===== config.mk =====
export PLATFORM = sky130hd
export DESIGN_NAME = fib_seq_ctrl_flat
export DESIGN_NICKNAME = d
export VERILOG_FILES = /design/src/rtl/fib_pkg.sv /design/src/rtl/fib_seq_ctrl_if.sv /design/src/rtl/fib_seq_ctrl.sv /design/src/flat_wrapper.sv
export SDC_FILE = /design/constraint.sdc
export NUM_CORES = 1
export LEC_CHECK = 0
export ABC_AREA = 1
export ABC_CLOCK_PERIOD_IN_PS = 2200
export BUFFER_PORTS_ARGS = -buffer_cell sky130_fd_sc_hd__buf_2
export CELL_PAD_IN_SITES_DETAIL_PLACEMENT = 1
export CELL_PAD_IN_SITES_GLOBAL_PLACEMENT = 2
export CORE_ASPECT_RATIO = 1.5
export CORE_MARGIN = 2
export CORE_UTILIZATION = 24
export CTS_CLUSTER_SIZE = 20
export DETAILED_ROUTE_END_ITERATION = 10
export GPL_TIMING_DRIVEN = 1
export PLACE_DENSITY_LB_ADDON = 0.2
export SYNTH_ARGS = -nofsm -noshare
export SYNTH_HDL_FRONTEND = slang
export SYNTH_SLANG_ARGS = --single-unit

===== constraint.sdc =====
create_clock -name clk -period 2.2 [get_ports clk]
set_input_delay 0.44 -clock clk [delete_from_list [all_inputs] [get_ports clk]]
set_output_delay 0.44 -clock clk [all_outputs]
set_load 0.02 [all_outputs]

===== src/rtl/fib_pkg.sv =====
// Shared definitions for the Fibonacci sequencer: FSM state encoding,
// register-bank addresses of the two working registers and the default
// largest index whose Fibonacci number still fits in 32 bits.
package fib_pkg;

    typedef enum logic [2:0] {
        ST_IDLE   = 3'd0,
        ST_INIT_A = 3'd1,
        ST_INIT_B = 3'd2,
        ST_LOOP   = 3'd3,
        ST_FETCH  = 3'd4,
        ST_DONE   = 3'd5
    } fib_state_e;

    localparam logic [4:0] FIB_REG_A = 5'd1;
    localparam logic [4:0] FIB_REG_B = 5'd2;

    // F(47) = 0xB11924E1 is the last value that fits in 32 bits unsigned.
    localparam int FIB_N_MAX_DEFAULT = 47;

    // Maps the one-bit "older register" pointer onto a bank address:
    // 0 selects REG_A, 1 selects REG_B.
    function automatic logic [4:0] fib_reg_sel(input logic sel_b);
        return sel_b ? FIB_REG_B : FIB_REG_A;
    endfunction

endpackage


===== src/rtl/fib_seq_ctrl_if.sv =====
// Bundle of the request/response handshake and the register-bank port of
// the Fibonacci sequencer. The slave modport is the sequencer's view; the
// master modport is the view of whoever issues requests and hosts the bank.
interface fib_seq_ctrl_if;

    logic        start;
    logic [5:0]  n;
    logic        busy;
    logic        done;
    logic        err;
    logic [31:0] result;

    logic        rf_write_en;
    logic [4:0]  rf_write_dir;
    logic [31:0] rf_write_data;
    logic [4:0]  rf_read_dir1;
    logic [4:0]  rf_read_dir2;
    logic [31:0] rf_read_data1;
    logic [31:0] rf_read_data2;

    modport master (
        output start,
        output n,
        input  busy,
        input  done,
        input  err,
        input  result,
        input  rf_write_en,
        input  rf_write_dir,
        input  rf_write_data,
        input  rf_read_dir1,
        input  rf_read_dir2,
        output rf_read_data1,
        output rf_read_data2
    );

    modport slave (
        input  start,
        input  n,
        output busy,
        output done,
        output err,
        output result,
        output rf_write_en,
        output rf_write_dir,
        output rf_write_data,
        output rf_read_dir1,
        output rf_read_dir2,
        input  rf_read_data1,
        input  rf_read_data2
    );

endinterface


===== src/rtl/fib_seq_ctrl.sv =====
// Fibonacci sequencer. Computes F(n) by ping-ponging two registers of an
// external register bank: each LOOP cycle reads both, writes their sum over
// the older one and flips the older pointer, so the newest value always
// sits in the non-older register. Indices above FIB_N_MAX are rejected with
// err at once, without touching the bank.
module fib_seq_ctrl
    import fib_pkg::*;
#(
    parameter int FIB_N_MAX = FIB_N_MAX_DEFAULT
) (
    input  logic          clk,
    input  logic          arst_n,
    fib_seq_ctrl_if.slave bus
);

    localparam logic [6:0] N_MAX_W = 7'(FIB_N_MAX);

    fib_state_e  state_q;
    fib_state_e  state_d;

    logic [5:0]  n_q;
    logic [5:0]  k_q;
    logic        older_q;
    logic [31:0] result_q;
    logic        err_q;

    logic        n_too_big;
    logic        busy_c;
    logic        done_c;
    logic        we_c;
    logic [4:0]  wdir_c;
    logic [31:0] wdata_c;
    logic [4:0]  rdir1_c;
    logic [4:0]  rdir2_c;

    assign n_too_big = {1'b0, bus.n} > N_MAX_W;

    // State register; reset drops straight back to IDLE and aborts a run.
    always_ff @(posedge clk or negedge arst_n) begin
        if (!arst_n) begin
            state_q <= ST_IDLE;
        end else begin
            state_q <= state_d;
        end
    end

    // Next-state and output decode; every bank port output idles at zero.
    always_comb begin
        state_d = state_q;
        busy_c  = 1'b1;
        done_c  = 1'b0;
        we_c    = 1'b0;
        wdir_c  = 5'd0;
        wdata_c = 32'd0;
        rdir1_c = 5'd0;
        rdir2_c = 5'd0;
        case (state_q)
            ST_IDLE: begin
                busy_c = 1'b0;
                if (bus.start) begin
                    state_d = n_too_big ? ST_DONE : ST_INIT_A;
                end
            end
            ST_INIT_A: begin
                we_c    = 1'b1;
                wdir_c  = FIB_REG_A;
                state_d = ST_INIT_B;
            end
            ST_INIT_B: begin
                we_c    = 1'b1;
                wdir_c  = FIB_REG_B;
                wdata_c = 32'd1;
                state_d = (n_q >= 6'd2) ? ST_LOOP : ST_FETCH;
            end
            ST_LOOP: begin
                rdir1_c = FIB_REG_A;
                rdir2_c = FIB_REG_B;
                we_c    = 1'b1;
                wdir_c  = fib_reg_sel(older_q);
                wdata_c = bus.rf_read_data1 + bus.rf_read_data2;
                if (k_q + 6'd1 == n_q) begin
                    state_d = ST_FETCH;
                end
            end
            ST_FETCH: begin
                rdir1_c = (n_q == 6'd0) ? FIB_REG_A : fib_reg_sel(~older_q);
                state_d = ST_DONE;
            end
            ST_DONE: begin
                done_c  = 1'b1;
                state_d = ST_IDLE;
            end
            default: begin
                busy_c  = 1'b0;
                state_d = ST_IDLE;
            end
        endcase
    end

    // Run bookkeeping: capture n on accept, walk the counter and older
    // pointer through the loop, latch the newest value during FETCH.
    always_ff @(posedge clk or negedge arst_n) begin
        if (!arst_n) begin
            n_q      <= 6'd0;
            k_q      <= 6'd0;
            older_q  <= 1'b0;
            result_q <= 32'd0;
            err_q    <= 1'b0;
        end else begin
            case (state_q)
                ST_IDLE: begin
                    if (bus.start) begin
                        n_q      <= bus.n;
                        err_q    <= n_too_big;
                        result_q <= 32'd0;
                    end
                end
                ST_INIT_B: begin
                    older_q <= 1'b0;
                    k_q     <= 6'd1;
                end
                ST_LOOP: begin
                    older_q <= ~older_q;
                    k_q     <= k_q + 6'd1;
                end
                ST_FETCH: begin
                    result_q <= bus.rf_read_data1;
                end
                default: begin
                end
            endcase
        end
    end

    assign bus.busy          = busy_c;
    assign bus.done          = done_c;
    assign bus.err           = err_q;
    assign bus.result        = result_q;
    assign bus.rf_write_en   = we_c;
    assign bus.rf_write_dir  = wdir_c;
    assign bus.rf_write_data = wdata_c;
    assign bus.rf_read_dir1  = rdir1_c;
    assign bus.rf_read_dir2  = rdir2_c;

endmodule

===== src/flat_wrapper.sv =====
// flat-port wrapper written by rule: the top's interface ports become plain ports
module fib_seq_ctrl_flat import fib_pkg::*;
#(
    parameter int FIB_N_MAX = FIB_N_MAX_DEFAULT
)
  (clk, arst_n, bus_start, bus_n, bus_busy, bus_done, bus_err, bus_result, bus_rf_write_en, bus_rf_write_dir, bus_rf_write_data, bus_rf_read_dir1, bus_rf_read_dir2, bus_rf_read_data1, bus_rf_read_data2);
  fib_seq_ctrl_if bus_i ();
  input  logic clk;
  input  logic arst_n;
  input wire logic [$bits(bus_i.start)-1:0] bus_start;
  input wire logic [$bits(bus_i.n)-1:0] bus_n;
  output wire logic [$bits(bus_i.busy)-1:0] bus_busy;
  output wire logic [$bits(bus_i.done)-1:0] bus_done;
  output wire logic [$bits(bus_i.err)-1:0] bus_err;
  output wire logic [$bits(bus_i.result)-1:0] bus_result;
  output wire logic [$bits(bus_i.rf_write_en)-1:0] bus_rf_write_en;
  output wire logic [$bits(bus_i.rf_write_dir)-1:0] bus_rf_write_dir;
  output wire logic [$bits(bus_i.rf_write_data)-1:0] bus_rf_write_data;
  output wire logic [$bits(bus_i.rf_read_dir1)-1:0] bus_rf_read_dir1;
  output wire logic [$bits(bus_i.rf_read_dir2)-1:0] bus_rf_read_dir2;
  input wire logic [$bits(bus_i.rf_read_data1)-1:0] bus_rf_read_data1;
  input wire logic [$bits(bus_i.rf_read_data2)-1:0] bus_rf_read_data2;
  assign bus_i.start = bus_start;
  assign bus_i.n = bus_n;
  assign bus_busy = bus_i.busy;
  assign bus_done = bus_i.done;
  assign bus_err = bus_i.err;
  assign bus_result = bus_i.result;
  assign bus_rf_write_en = bus_i.rf_write_en;
  assign bus_rf_write_dir = bus_i.rf_write_dir;
  assign bus_rf_write_data = bus_i.rf_write_data;
  assign bus_rf_read_dir1 = bus_i.rf_read_dir1;
  assign bus_rf_read_dir2 = bus_i.rf_read_dir2;
  assign bus_i.rf_read_data1 = bus_rf_read_data1;
  assign bus_i.rf_read_data2 = bus_rf_read_data2;
  fib_seq_ctrl #(.FIB_N_MAX(FIB_N_MAX)) u_core (.clk(clk), .arst_n(arst_n), .bus(bus_i));
endmodule

==> impl_metrics.py <==
metrics = {
    "run_status": {
        "status": "finished with violations",
        "violations": "setup timing",
    },
    "timing": {
        "setup_viol": 27,
        "fmax_ghz": 0.413,
        "finalHoldViolations": 0,
        "rsz0062_at_grt": "true",
        "slew_headroom_pct": 38.9,
        "tightest_slew_ns": 0.914,
        "drv_slew": 0,
        "period_needed_ns": 2.42,
        "layout_setup_ws_ns": -0.220,
        "finalCritPeriodShare_pct": 110,
        "skew_ns": 0.0107,
    },
    "detailed_routing": {
        "wl_per_cell_um": 15.6,
        "drtIter0Drc": 128,
        "postRouteAntennaNets": 0,
        "wl_met3_um": 552,
        "avgViaCountPerCell": 4.47,
        "first_pass_iters": 4,
        "dr.max_layer_used": "met4",
        "route.met2.wl_mm": 11.0,
        "vias": 5632,
        "wirelength_mm": 19.7,
        "drc": 0,
        "met1_length_mm": 7.70,
    },
    "floorplan": {
        "num_rows": 63,
        "start_util_pct": 24.2,
        "dieArea_um2": 21000,
        "die_y_um": 176,
        "coreArea_um2": 19600,
        "io_pins": 156,
        "die-width_um": 119,
    },
    "setup_path": {
        "critPathCaptureType": "primary output",
        "r2r-start": "u_core.state_q[1]$_DFFE_PN0P_",
        "worstPathCellList": "buf_6 -> ha_4 -> fa_2 -> nand3_2 -> nand3_4 -> nand3_2 -> nand3_4 -> buf_6 -> xnor2_2 -> nor2_2 -> buf_6",
        "worstSetupPathType": "in2out",
        "crit_arrival_ns": 1.98,
        "crit_top_cell": "buf_6",
        "slowest_delay_ns": 0.38,
        "critPathRequiredTime_ns": 1.76,
        "r2r_cells": 8,
        "slowest_stage": "fa_2",
        "critPathLaunchType": "primary input",
        "rr_endpoint": "u_core.bus.result[23]$_DFFE_PN0P_",
        "crit_fanout": 3,
        "rrSetupSlack_ns": 0.30,
    },
    "finish": {
        "syn_to_final_growth_pct": 74.3,
        "final_cell_mix": "nand2_1 (167), inv_1 (121), buf_4 (97)",
        "fin_util_pct": 42.3,
        "final_cell_area_um2": 8290,
        "final_common_cell": "nand2_1",
        "multi_input_area_um2": 4050,
        "fill_cells": 2431,
        "final_layout_size_suffix_gt1_share_pct": 50.1,
        "fin_nets": 1105,
        "seqCellArea_um2": 1230,
        "n_antenna_cell": 0,
    },
    "grt": {
        "overflow": 0,
        "grt_use_total_pct": 19.1,
        "antenna_found_initial": 0,
        "grt_pass1_vias": 6015,
        "grt_first_pass_wirelength_mm": 31.4,
        "grt_max_degree": 33,
    },
    "synthesis": {
        "synth-edff-count": 0,
        "yosysUniqueCellTypes": 33,
        "ys_seq_area_share_pct": 25.8,
        "syn_area_um2": 4760,
        "ys_dominant_reg_cell": "dfrtp_1",
        "syn_avg_cell_area_um2": 6.30,
        "ys_seq_elements": 49,
        "syn-instance-count": 755,
        "ys_async_sr_fraction_pct": 100,
        "ys.warnings.count": 0,
    },
    "run": {
        "maxCapViolCount": 0,
    },
    "place": {
        "globalplace.congestion": 0.791,
        "dp.final_hpwl_mm": 15.2,
        "placed_area_um2": 6320,
        "port-buffer-count": 145,
    },
    "power": {
        "power_density_nw_per_um2": 866,
        "p_leak_uw": 0.00439,
        "irDropWorstVdd_v": 0.000645,
    },
    "clocking": {
        "clkTransAtPathRegs_ns": 0.08,
        "htree_levels": 2,
        "cts.sinks": 49,
        "cts_made_buffers": 5,
        "root_buffer": "clkbuf_16",
        "insertion_delay_ns": 0.33,
        "cts_tree": "built",
        "clk_path_buf_depth": 2,
    },
    "hold_path": {
        "hp-class": "in2async",
    },
}
==> logic make-up after synthesis <==
logic type	share of synthesized area, %
other	0.0788
AND/OR/NAND/NOR	34.5
flip-flops	25.8
adder cells (fa/ha/maj)	8.83
buffers and inverters	15.0
XOR/XNOR	0.736
AO/OA/AOI/OAI	15.2
==> Yosys cell counts, types with 5 or more instances <==
library cell,count,area [um2]
a22o_1,32,280
dfrtp_1,49,1230
ha_1,32,400
nor3_1,6,30.0
nor2_1,69,259
o21ai_0,15,75.1
o21ai_1,11,55.1
nand2_1,253,950
buf_4,12,90.1
a21oi_1,45,225
nor2_4,6,67.6
nand3_1,35,175
buf_6,5,56.3
inv_2,7,26.3
inv_1,138,518
==> metrics by stage <==
stage          setup TNS (ns)  power [uW]  setup WS (ns)  std cells  hold slack (ns)
6_report                -3.79        7180         -0.220       1260            0.103
5_1_grt                 -6.14        7720         -0.296       1260            0.144
4_1_cts                 -4.23        7090         -0.256       1255            0.123
3_5_place_dp            -9.07        5390         -0.428       1222            0.476
3_3_place_gp            -8.77        5360         -0.433       1222            0.469
2_1_floorplan        -0.00168        4010       -0.00168        764            0.144
==> worst max-delay path: cells and delay by family <==
family | cells | cell delay (ns)
XOR/XNOR | 1 | 0.12
adder cells (fa/ha/maj) | 2 | 0.54
AND/OR/NAND/NOR | 5 | 0.51
buffers and inverters | 3 | 0.37
==> how the worst max path moves through the flow <==
stage                               from                     to  slack [ns]  cells after the start
global placement    bus_rf_read_data1[3]  bus_rf_write_data[25]       -0.43                     13
global route        bus_rf_read_data1[0]  bus_rf_write_data[12]       -0.30                     11
CTS                 bus_rf_read_data1[0]  bus_rf_write_data[16]       -0.26                     13
finish              bus_rf_read_data1[0]  bus_rf_write_data[12]       -0.22                     11
detailed placement  bus_rf_read_data1[5]  bus_rf_write_data[31]       -0.43                     13
floorplan           bus_rf_read_data2[0]  bus_rf_write_data[16]      -0.002                     11
==> power breakdown <==
part	total, uW	switching [uW]	internal [uW]
Combinational	4630	2730	1900
Clock	1000	454	548
Sequential	1550	259	1300
==> repair_timing <==
item                                    in CTS  in global routing
gates resized for setup                    268                111
buffers inserted                            24                  5
hold buffers                                 0                  0
cloned                                       2                  0
pin swaps                                   83                 38
endpoints found under the setup margin      32                 31
==> sequential cells by signal, indices dropped and copies added, names as in the netlist <==
signal	count
u_core.bus.result	32
u_core.n_q	6
u_core.bus.err	1
u_core.state_q	3
u_core.older_q	1
u_core.k_q	6
==> per-layer routing <==
metal | vias up | GRT usage (%)
li1 | 2838 | -
met3 | 21 | 2.91
met5 | - | 0
met2 | 85 | 37.4
met1 | 2688 | 21.0
met4 | 0 | 5.16
==> layout make-up <==
class | instances | area share (%)
Tap cell | 260 | 3.92
Clock buffer | 5 | 1.51
Clock inverter | 3 | 0.573
Timing Repair Buffer | 247 | 23.5
Sequential cell | 49 | 14.8
Inverter | 146 | 6.88
Multi-Input combinational cell | 550 | 48.8
No activity file was read; power rests on OpenSTA's default activity.
